<file path="src/rtl/jt12_single_acc.sv">
// Saturating signed frame accumulator: sums qualified inputs, publishes the total on snd at each zero edge.
// One-cycle registered update; no backpressure, clk_en gates all state.
module jt12_single_acc #(
  parameter int win  = 14,
  parameter int wout = 16
) (
  input  logic                   clk,
  input  logic                   rst,
  input  logic                   clk_en,
  input  logic signed [win-1:0]  op_result,
  input  logic                   sum_en,
  input  logic                   zero,
  output logic signed [wout-1:0] snd
);

  localparam logic signed [wout-1:0] PLUS_INF  = {1'b0, {(wout-1){1'b1}}};
  localparam logic signed [wout-1:0] MINUS_INF = {1'b1, {(wout-1){1'b0}}};

  logic signed [wout-1:0] acc_q, acc_d;
  logic signed [wout-1:0] snd_q;
  logic signed [wout-1:0] op_ext;
  logic signed [wout-1:0] current;
  logic signed [wout-1:0] next_val;
  logic                   overflow;

  generate
    if (win == wout) begin : g_noext
      assign op_ext = op_result;
    end else begin : g_ext
      assign op_ext = {{(wout-win){op_result[win-1]}}, op_result};
    end
  endgenerate

  always_comb begin
    current  = sum_en ? op_ext : '0;
    next_val = zero ? current : acc_q + current;
    // Same-sign operands whose wrapped sum flips sign; a zero cycle only seeds.
    overflow = !zero && (current[wout-1] == acc_q[wout-1])
                     && (next_val[wout-1] != acc_q[wout-1]);
    acc_d    = next_val;
    if (overflow) acc_d = acc_q[wout-1] ? MINUS_INF : PLUS_INF;
  end

  always_ff @(posedge clk) begin
    if (rst) begin
      acc_q <= '0;
      snd_q <= '0;
    end else if (clk_en) begin
      acc_q <= acc_d;
      if (zero) snd_q <= acc_q;
    end
  end

  assign snd = snd_q;

endmodule

</file>
<file path="config.mk">
export PLATFORM = sky130hd
export DESIGN_NAME = jt12_single_acc
export DESIGN_NICKNAME = d
export VERILOG_FILES = /design/src/rtl/jt12_single_acc.sv
export SDC_FILE = /design/constraint.sdc
export NUM_CORES = 1
export LEC_CHECK = 0
export CORE_MARGIN = 2
export CORE_UTILIZATION = 54
export DETAILED_ROUTE_END_ITERATION = 8
export PLACE_DENSITY = 0.8
export SLEW_MARGIN = 20
export SYNTH_ARGS = -nofsm -noshare
export SYNTH_HDL_FRONTEND = slang
export SYNTH_SLANG_ARGS = --single-unit
</file>
<file path="constraint.sdc">
create_clock -name clk -period 4 [get_ports clk]
set_clock_uncertainty 0.15 [all_clocks]
set_input_delay 0.8 -clock clk [delete_from_list [all_inputs] [get_ports clk]]
set_output_delay 0.8 -clock clk [all_outputs]
set_load 0.03 [all_outputs]
</file>
* Word-level counts from Yosys, hierarchy flattened
Index checks and enable logic that the tools add are counted.
Operators by class: equal/unequal tests 2, add/sub/neg operators 1, multiplexer cells 4, reductions and logical operators 4
Operators by type and width (count):
- two-way mux 16 bit | 4
- adder 16 bit | 1
- logical AND 1 bit | 2
- AND reduction 2 bit | 1
- equality test 1 bit | 1
- zero test 1 bit | 1
- inequality test 1 bit | 1
Word-level totals: output and inout port bits 16, register bits 32, logic and storage cells 13

* Logic depth before layout (Yosys ltp)
Gate-level depths: netlist of run 1.
depth in word-level cells 6, gate-level depth with buffers 11, mapped depth without buffers 10

* Worst setup path before layout of run 1
OpenSTA, ideal clock, no wires.
kind input port to flip-flop, start point input sum_en, end point register acc_q[13], path buffers 2, library setup time 88 ps, slack 791 ps, stages 10, arrival 2971 ps, cells stage by stage clkbuf_1 > and2_1 > ha_1 > a21o_1 > o21bai_2 > o2111ai_2 > a211oi_1 > a311o_2 > buf_6 > o32ai_2
On the way: word-level cells in the longest chain between the ends 6, elaborated cells between the ends (all ways) 8, classes of those cells add/sub (1); eq/ne (2); mux (3); reduce/logical (2)
Ends and longest elaborated chain:
- start: declaration | line 11 | input logic sum_en,
- two-way mux 16 bit (*) | line 35 | current = sum_en ? op_ext : '0;
- adder 16 bit | line 36 | next_val = zero ? current : acc_q + current;
- two-way mux 16 bit | line 36
- inequality test 1 bit | line 39 | && (next_val[wout-1] != acc_q[wout-1]);
- logical AND 1 bit | line 39
- two-way mux 16 bit (*) | line 41 | if (overflow) acc_d = acc_q[wout-1] ? MINUS_INF : PLUS_INF;
- end signal: assignment | line 46 | acc_q <= '0;
- end signal: assignment | line 49 | acc_q <= acc_d;
- end: declaration | line 19 | logic signed [wout-1:0] acc_q, acc_d;
Mark *: on every way between the ends. The rest lies on a longest branch, timed or not. A chain may end at the register's enable or synchronous reset.

* Final worst setup path of run 1
start point input sum_en, end point register acc_q[14]
Same word-level chain as after synthesis.

==> flow_metrics.tcl, run 1 <==
set metrics [dict create \
    ys.flop_type "dfxtp_1" \
    status "complete, no violations" \
    grt_usage_pct 24.93 \
    syn_area_um2 2185 \
    grt_max_degree 34 \
    grt_pass1_wl_um 8618 \
    setup_viol 0 \
    vdd_drop_max_uv 135.3 \
    cts_resized 0 \
    p_leak_nw 1.108 \
    syn_to_final_growth_pct 24.00 \
    io_pins 35 \
    setup_tns_ns 0 \
    routedWlPerCell_um 14.00 \
    crit_required_ns 4.03 \
    numCtsBuffers 5 \
    utilization_pct 68.71 \
    timing.critical_path.mode_cell "a211oi_1" \
    overflow 0 \
    die_area_um2 4570 \
    holdPathEnd "snd[11]" \
    place_hpwl_um 4043 \
    r2r_end "acc_q[14]" \
    die_w_um 67.61 \
    hold_start "snd[11]" \
    insertion_delay_ns 0.27 \
    drt-total-wl_um 5236 \
    layout_common_cells "nand2_1, a21oi_1, clkdlybuf4s50_1" \
    postSynth.asyncResetShare_pct 0 \
    cts_tree "done" \
    cts_sinks 32 \
    start_util_pct 55.41 \
    num_rows 23 \
    drtIter0Drc 242 \
    core_area_um2 3943 \
    nets 358 \
    grt_setup_unrepaired "false" \
    hold_viol_final 0 \
    yosysUniqueCellTypes 47 \
    netSwitchingPower_mw 0.2285 \
    r2r_cells 7 \
    ctsHoldBuffers 0 \
    relSlewSlack_pct 60.73 \
    maxCapViolations 0 \
    crit_type "input port to flip-flop" \
    comb_power_share_pct 24.6 \
    post_cts_buffers 0 \
    cts_buffer_depth 2 \
    port_buffers 34 \
    clk_pin_slew_ns 0.06 \
    grt_pass1_vias 1879 \
    cts_root_buffer "clkbuf_8" \
    seq_power_share_pct 44.0 \
    finalCritPeriodShare_pct 92.43 \
    final_common_cell "nand2_1" \
    power_mw 0.7881 \
    synth_edf_count 0 \
    ys_ff_latch 32 \
    drv_slew 0 \
    synth_nets 319 \
    rr_startpoint "acc_q[1]" \
    worstMarginPinSlew_ns 0.5742 \
    crit_arrival_ns 3.72 \
    final_antenna_net_count 0 \
    hold_path_depth 2 \
    htreeDepth 2 \
    sw_frac_of_total_pct 29.00 \
    gp_congestion 0.8901 \
    cp_cell_sequence "clkdlybuf4s50_1 > nand2_1 > inv_1 > ha_1 > a211oi_1 > o21bai_2 > o2111ai_2 > a211oi_1 > a311o_2 > o41ai_1" \
    r2r_setup_slack_ns 1.38 \
    ys_seq_area_share_pct 29.32 \
    fmax_mhz 270.5 \
    layout-drive-gt1-share_pct 10.19 \
    cp_num_buf_inv 2 \
    cpPeakStageDelay_ns 0.72 \
    p_clk_share_pct 31.4 \
    cp_top_family "compound AO/OA/AOI/OAI gates" \
    die_h_um 67.61 \
    remaining_drc_errors 0 \
    endpoint_kind "flip-flop" \
    crit_cells 10 \
    num_vias 2151 \
    antenna_found_initial 0 \
    syn_inst 284 \
    synth_warnings 0 \
    timing.final.crit_period_ns 3.697 \
    viasPerCell 5.751 \
    drtPass1Iterations 4 \
    p_per_area_nw_per_um2 290.9 \
    syn_area_per_cell_um2 7.692 \
    diodes 0 \
    hold_slack_ns 0.3020 \
    hold_class "flip-flop to flip-flop" \
    slowest_stage "clkdlybuf4s50_1" \
    path_max_fanout 15 \
    p_int_mw 0.5595 \
    critPathLaunchType "input port" \
]
logic make-up (layout without fill, tap and decap cells):
| group | after synthesis | count (layout) | synth area share, % |
|---|---|---|---|
| XOR/XNOR | 5 | 5 | 2.005 |
| AO/OA/AOI/OAI | 94 | 94 | 27.95 |
| AND/OR/NAND/NOR | 106 | 106 | 22.68 |
| adder cells (fa/ha/maj) | 16 | 16 | 9.507 |
| multiplexers | 9 | 9 | 4.353 |
| buffers and inverters | 22 | 62 | 4.181 |
| flip-flops | 32 | 32 | 29.32 |
registers in the layout (all words and copies together), names as in the netlist:
name   count
acc_q     16
snd       16
final cells by class:
cell class | count | area (um^2)
Tap cell | 50 | 62.56
Multi-Input combinational cell | 230 | 1453
Clock buffer | 6 | 82.58
Clock inverter | 2 | 10.01
Fill cell | 351 | 1234
Sequential cell | 32 | 640.6
Timing Repair Buffer | 46 | 430.4
Inverter | 8 | 30.03
metal layers:
metal	track usage [%]	wire [um]
met2	38.24	2364
met3	3.167	343
met5	0	0
met1	36.48	2474
met4	6.633	54
power groups by stage:
stage,registers [mW],clock network [mW],logic [mW]
final,0.347,0.247,0.194
after global routing,0.348,0.269,0.215
after CTS,0.346,0.253,0.193
after detailed placement,0.353,0,0.191
after global placement,0.353,0,0.188
after floorplan,0.356,0,0.124
synthesized netlist by cell type (3+ instances only):
cell type	instances	area share, %
a211oi_1	4	1.4
a21o_1	6	2.1
a21oi_1	46	11
and2_1	13	3.7
clkbuf_1	12	2.1
dfxtp_1	32	29
ha_1	15	8.6
inv_1	8	1.4
mux2_2	4	2.1
mux2i_1	5	2.3
nand2_1	49	8.4
nand3_1	3	0.69
nor2_1	20	3.4
nor2b_1	12	3.4
o21ai_0	4	0.92
o22ai_1	10	2.9
o32ai_1	4	1.6
xnor2_1	3	1.2
worst min-delay path: stages (launching register included):
cell and delay [ns]:
dfxtp_1 0.31, nand2_1 0.05, a21oi_1 0.05
stage by stage:
step                worst slack (ns)  instance area, um^2  std cells
CTS                           0.2876                 2709        374
detailed placement          0.007008                 2616        366
floorplan                     0.7914                 2185        284
global route                 0.08681                 2709        374
finish                        0.3027                 2709        374
global placement             0.07341                 2616        366
how the worst max path moves through the flow:
| stage | end | start | slack, ns |
|---|---|---|---|
| 2_1_floorplan | acc_q[13] | sum_en | 0.79 |
| 3_3_place_gp | acc_q[14] | sum_en | 0.07 |
| 3_5_place_dp | acc_q[14] | sum_en | 0.007 |
| 4_1_cts | acc_q[14] | sum_en | 0.29 |
| 5_1_grt | acc_q[14] | sum_en | 0.09 |
| 6_report | acc_q[14] | sum_en | 0.30 |
Power figures use the tool's default switching activity.
==> run 2, diff against run 1 <==
- CORE_UTILIZATION: 54 -> 40
- PLACE_DENSITY: 0.8 -> default
- REMOVE_ABC_BUFFERS: default -> 1
==> run 2 against run 1 <==
  * Flip-flop and latch count stayed put
  * Global-route usage is 6.7 points lower
  * Largest power group unchanged
  * Highest routed layer unchanged
  * Largest cell class unchanged
  * Sequential share of layout area is 0.22 points lower
  * Sequential power hardly changed
  * Register-to-register slack worse by 0.02 ns
  * Clock power is 11% lower
  * Count of clock-buffer cells in the layout stayed put
==> flow_metrics.tcl, run 2 (synthesis gave the netlist of run 1 again) <==
set metrics [dict create \
    maxCapViolations 0 \
    diodes 0 \
    numCtsBuffers 5 \
    fin_cells 395 \
    dp_cells 388 \
    fmax_mhz 271.0 \
    cts_root_buffer "clkbuf_8" \
    insertion_delay_ns 0.27 \
    holdPathEnd "snd[4]" \
    finalCritPeriodShare_pct 92.26 \
    fill_cells 524 \
    port_buffers 34 \
    htreeDepth 2 \
    cts_buffer_depth 2 \
    p_leak_nw 1.108 \
    grt_pass1_vias 1794 \
    layout-drive-gt1-share_pct 10.15 \
    grt_pass1_wl_um 8811 \
    drtPass1Iterations 5 \
    critPathLaunchType "input port" \
    timing.final.crit_period_ns 3.691 \
    p_per_area_nw_per_um2 278.6 \
    syn_to_final_growth_pct 25.14 \
    antenna_found_initial 0 \
    path_max_fanout 14 \
    relSlewSlack_pct 58.74 \
    hold_viol_final 0 \
    hold_path_depth 2 \
    crit_required_ns 4.02 \
    final_common_cell "nand2_1" \
    hold_class "flip-flop to flip-flop" \
    viasPerCell 5.372 \
    drv_slew 0 \
    worstMarginPinSlew_ns 0.6033 \
    cts_resized 0 \
    routedWlPerCell_um 13.46 \
    io_pins 35 \
    hold_start "snd[4]" \
    grt_setup_unrepaired "false" \
    rr_startpoint "acc_q[0]" \
    die_h_um 77.90 \
    ctsHoldBuffers 0 \
    drt-total-wl_um 5316 \
    crit_arrival_ns 3.71 \
    grt_usage_pct 18.19 \
    final_antenna_net_count 0 \
    status "complete, no violations" \
    vdd_drop_max_uv 148.9 \
    clk_pin_slew_ns 0.06 \
    grt_max_degree 33 \
    setup_tns_ns 0 \
    r2r_end "acc_q[14]" \
    nets 360 \
    num_vias 2122 \
    gp_congestion 0.8365 \
    cts_sinks 32 \
    die_w_um 77.90 \
    num_rows 26 \
    overflow 0 \
    setup_viol 0 \
    crit_type "input port to flip-flop" \
    endpoint_kind "flip-flop" \
    layout_common_cells "nand2_1, a21oi_1, clkdlybuf4s50_1" \
    remaining_drc_errors 0 \
    place_hpwl_um 4146 \
    r2r_cells 10 \
    r2r_setup_slack_ns 1.36 \
    drtIter0Drc 124 \
    post_cts_buffers 0 \
    core_area_um2 5205 \
    die_area_um2 6068 \
    start_util_pct 41.97 \
    cts_tree "done" \
]
## run 2: changes by cell type in the layout (fill, tap and decap cells not counted), sizes merged
cell / change
clkinv: -1
buf: +2
## run 2: layer usage
metal / wire length (um) / GRT usage [%]
met4: 39 / 5.263
met3: 381 / 2.791
met5: 0 / 0
met1: 2791 / 29.12
met2: 2103 / 24.48
## run 2: per-stage QoR
stage                     area, um^2  worst slack (ns)  hold slack (ns)  total power, mW  utilization (%)
after floorplan                 2123            0.7703           0.2885           0.4680                -
after global placement          2656            0.1027           0.2933           0.5455            51.03
after detailed placement        2656         -0.006507           0.2969           0.5464            51.03
after CTS                       2734            0.2728           0.3056           0.7694            52.52
after global routing            2734           0.07430           0.3244           0.8100            52.52
final                           2734            0.3095           0.3009           0.7616            52.52
## run 2: worst max-delay path: stages
cell and delay, ns:
clkdlybuf4s50_1 0.71, nand2_1 0.16, inv_1 0.12, ha_1 0.25, a211oi_1 0.32, o21bai_2 0.13, o2111ai_2 0.29, a211oi_1 0.12
a311o_2 0.45, o41ai_1 0.35
## run 2: area by class of cell
type	instances	area [um^2]	area share (%)
clock buffers	6	72.57	2.654
clock inverters	1	5.005	0.1831
inverters	8	30.03	1.098
multi-input cells	230	1453	53.13
flip-flops and latches	32	640.6	23.43
well taps	70	87.58	3.204
repair buffers	48	445.4	16.29
## run 2: worst max-delay path by stage
stage / startpoint / end / slack, ns / cells past startpoint
finish: sum_en / acc_q[14] / 0.31 / 10
global route: sum_en / acc_q[14] / 0.07 / 12
CTS: sum_en / acc_q[14] / 0.27 / 10
detailed placement: sum_en / acc_q[14] / -0.007 / 10
global placement: sum_en / acc_q[14] / 0.10 / 10
floorplan: op_result[9] / acc_q[13] / 0.77 / 8
## run 2: power breakdown
part	internal [mW]	switching, mW	leakage (nW)
clock	0.118	0.102	0.0410
combinational	0.0905	0.104	0.807
sequential	0.333	0.0130	0.260
total	0.542	0.220	1.11
==> run 3, diff against run 2 <==
- clock period: 4 -> 3.9 ns (I/O delays scaled with it)
==> run 3 against run 2 <==
  * First-iteration DRC count grew 27%
  * Critical endpoint unchanged
  * Combinational power grew 5%
  * Final area grew 2.3%
  * Via count is 0.75% lower
  * Core utilization up 1.2 points
==> flow_metrics.tcl, run 3 (synthesis gave the netlist of run 1 again) <==
set metrics [dict create \
    num_vias 2106 \
    num_rows 26 \
    insertion_delay_ns 0.27 \
    cp_num_buf_inv 3 \
    hold_slack_ns 0.3017 \
    fill_cells 510 \
    core_area_um2 5205 \
    place_hpwl_um 4197 \
    postLayoutCellArea_um2 2798 \
    timing.final.crit_period_ns 3.472 \
    grt_setup_unrepaired "false" \
    setup_tns_ns 0 \
    met1_usage_pct 29.77 \
    cts_tree "done" \
    clk_pin_slew_ns 0.06 \
    cts_resized 0 \
    routedWlPerCell_um 13.27 \
    relSlewSlack_pct 54.03 \
    r2r_cells 7 \
    diodes 0 \
    dp_cells 394 \
    crit_type "input port to flip-flop" \
    die_w_um 77.90 \
    p_leak_nw 1.148 \
    start_util_pct 41.97 \
    pre_cts_ws_ns 0.1958 \
    grt_usage_pct 18.57 \
    status "complete, no violations" \
    drv_slew 0 \
    cp_top_family "compound AO/OA/AOI/OAI gates" \
    post_cts_buffers 0 \
    io_pins 35 \
    critPathLaunchType "input port" \
    hold_path_depth 2 \
    layout-drive-gt1-share_pct 12.08 \
    overflow 0 \
    finalCritPeriodShare_pct 89.03 \
    cp_cell_sequence "clkdlybuf4s50_1 > buf_4 > nand2_1 > inv_1 > ha_1 > a21o_2 > nor3b_1 > o31a_1 > a211oi_1 > a311o_2 > o41ai_1" \
    endpoint_kind "flip-flop" \
    die_h_um 77.90 \
    grt_pass1_wl_um 8970 \
    cts_sinks 32 \
    die_area_um2 6068 \
    cpPeakStageDelay_ns 0.48 \
    maxCapViolations 0 \
    final_common_cell "nand2_1" \
    use_met2_pct 24.31 \
    viasPerCell 5.252 \
    p_per_area_nw_per_um2 294.5 \
    utilization_pct 53.75 \
    syn_to_final_growth_pct 28.06 \
    dpl-instance-area_um2 2701 \
    power_mw 0.8240 \
    drtIter0Drc 158 \
    grt_pass1_vias 1848 \
    htreeDepth 2 \
    fmax_mhz 288.0 \
    layout_common_cells "nand2_1, a21oi_1, clkdlybuf4s50_1" \
    setup_viol 0 \
    setup_ws_ns 0.4279 \
    crit_required_ns 3.92 \
    remaining_drc_errors 0 \
    nets 366 \
    antenna_found_initial 0 \
    fin_cells 401 \
    numCtsBuffers 5 \
    vdd_drop_max_uv 143.8 \
    busiest_layer "met1" \
    grt_util_met3_pct 2.907 \
    path_max_fanout 9 \
    gp_congestion 0.8573 \
    port_buffers 34 \
    drtPass1Iterations 4 \
    hold_class "flip-flop to flip-flop" \
    drt-total-wl_um 5320 \
    crit_cells 11 \
    crit_arrival_ns 3.49 \
    grt_max_degree 33 \
    slowest_stage "clkdlybuf4s50_1" \
    cts_root_buffer "clkbuf_8" \
    worstMarginPinSlew_ns 0.6873 \
    final_antenna_net_count 0 \
    ctsHoldBuffers 0 \
    hold_viol_final 0 \
    cts_buffer_depth 2 \
]
run 3: metal layers:
layer  vias up  part of all wire (%)
li1       1108                     -
met4         0                   1.5
met1       933                    55
met5         -                     0
met3         6                   4.5
met2        59                    39
run 3: worst min-delay path, stage by stage, from the launching register on:
cell and delay (ns):
dfxtp_1 0.30, nand2_1 0.05, a21oi_1 0.05
run 3: path summary, 6_finish.rpt:
| path | to | slack [ns] | start |
|---|---|---|---|
| setup reg to reg | acc_q[14] | 1.32 | acc_q[1] |
| hold reg to reg | snd[10] | 0.30 | snd[10] |
| hold / removal | snd[10] | 0.30 | snd[10] |
| setup / recovery | acc_q[14] | 0.43 | sum_en |
run 3: cell type report:
cell class	instances	area (um^2)	area share, %
clock buffer	7	96.34	3.444
inverter	8	30.03	1.073
multi-input combinational	230	1453	51.92
sequential	32	640.6	22.90
tap	70	87.58	3.131
timing repair buffer	54	490.5	17.53
run 3: power breakdown:
part / total [mW] / internal, mW / switching, mW
clock: 0.263 / 0.157 / 0.107
sequential: 0.355 / 0.342 / 0.0134
combinational: 0.205 / 0.0971 / 0.108
total: 0.824 / 0.596 / 0.228
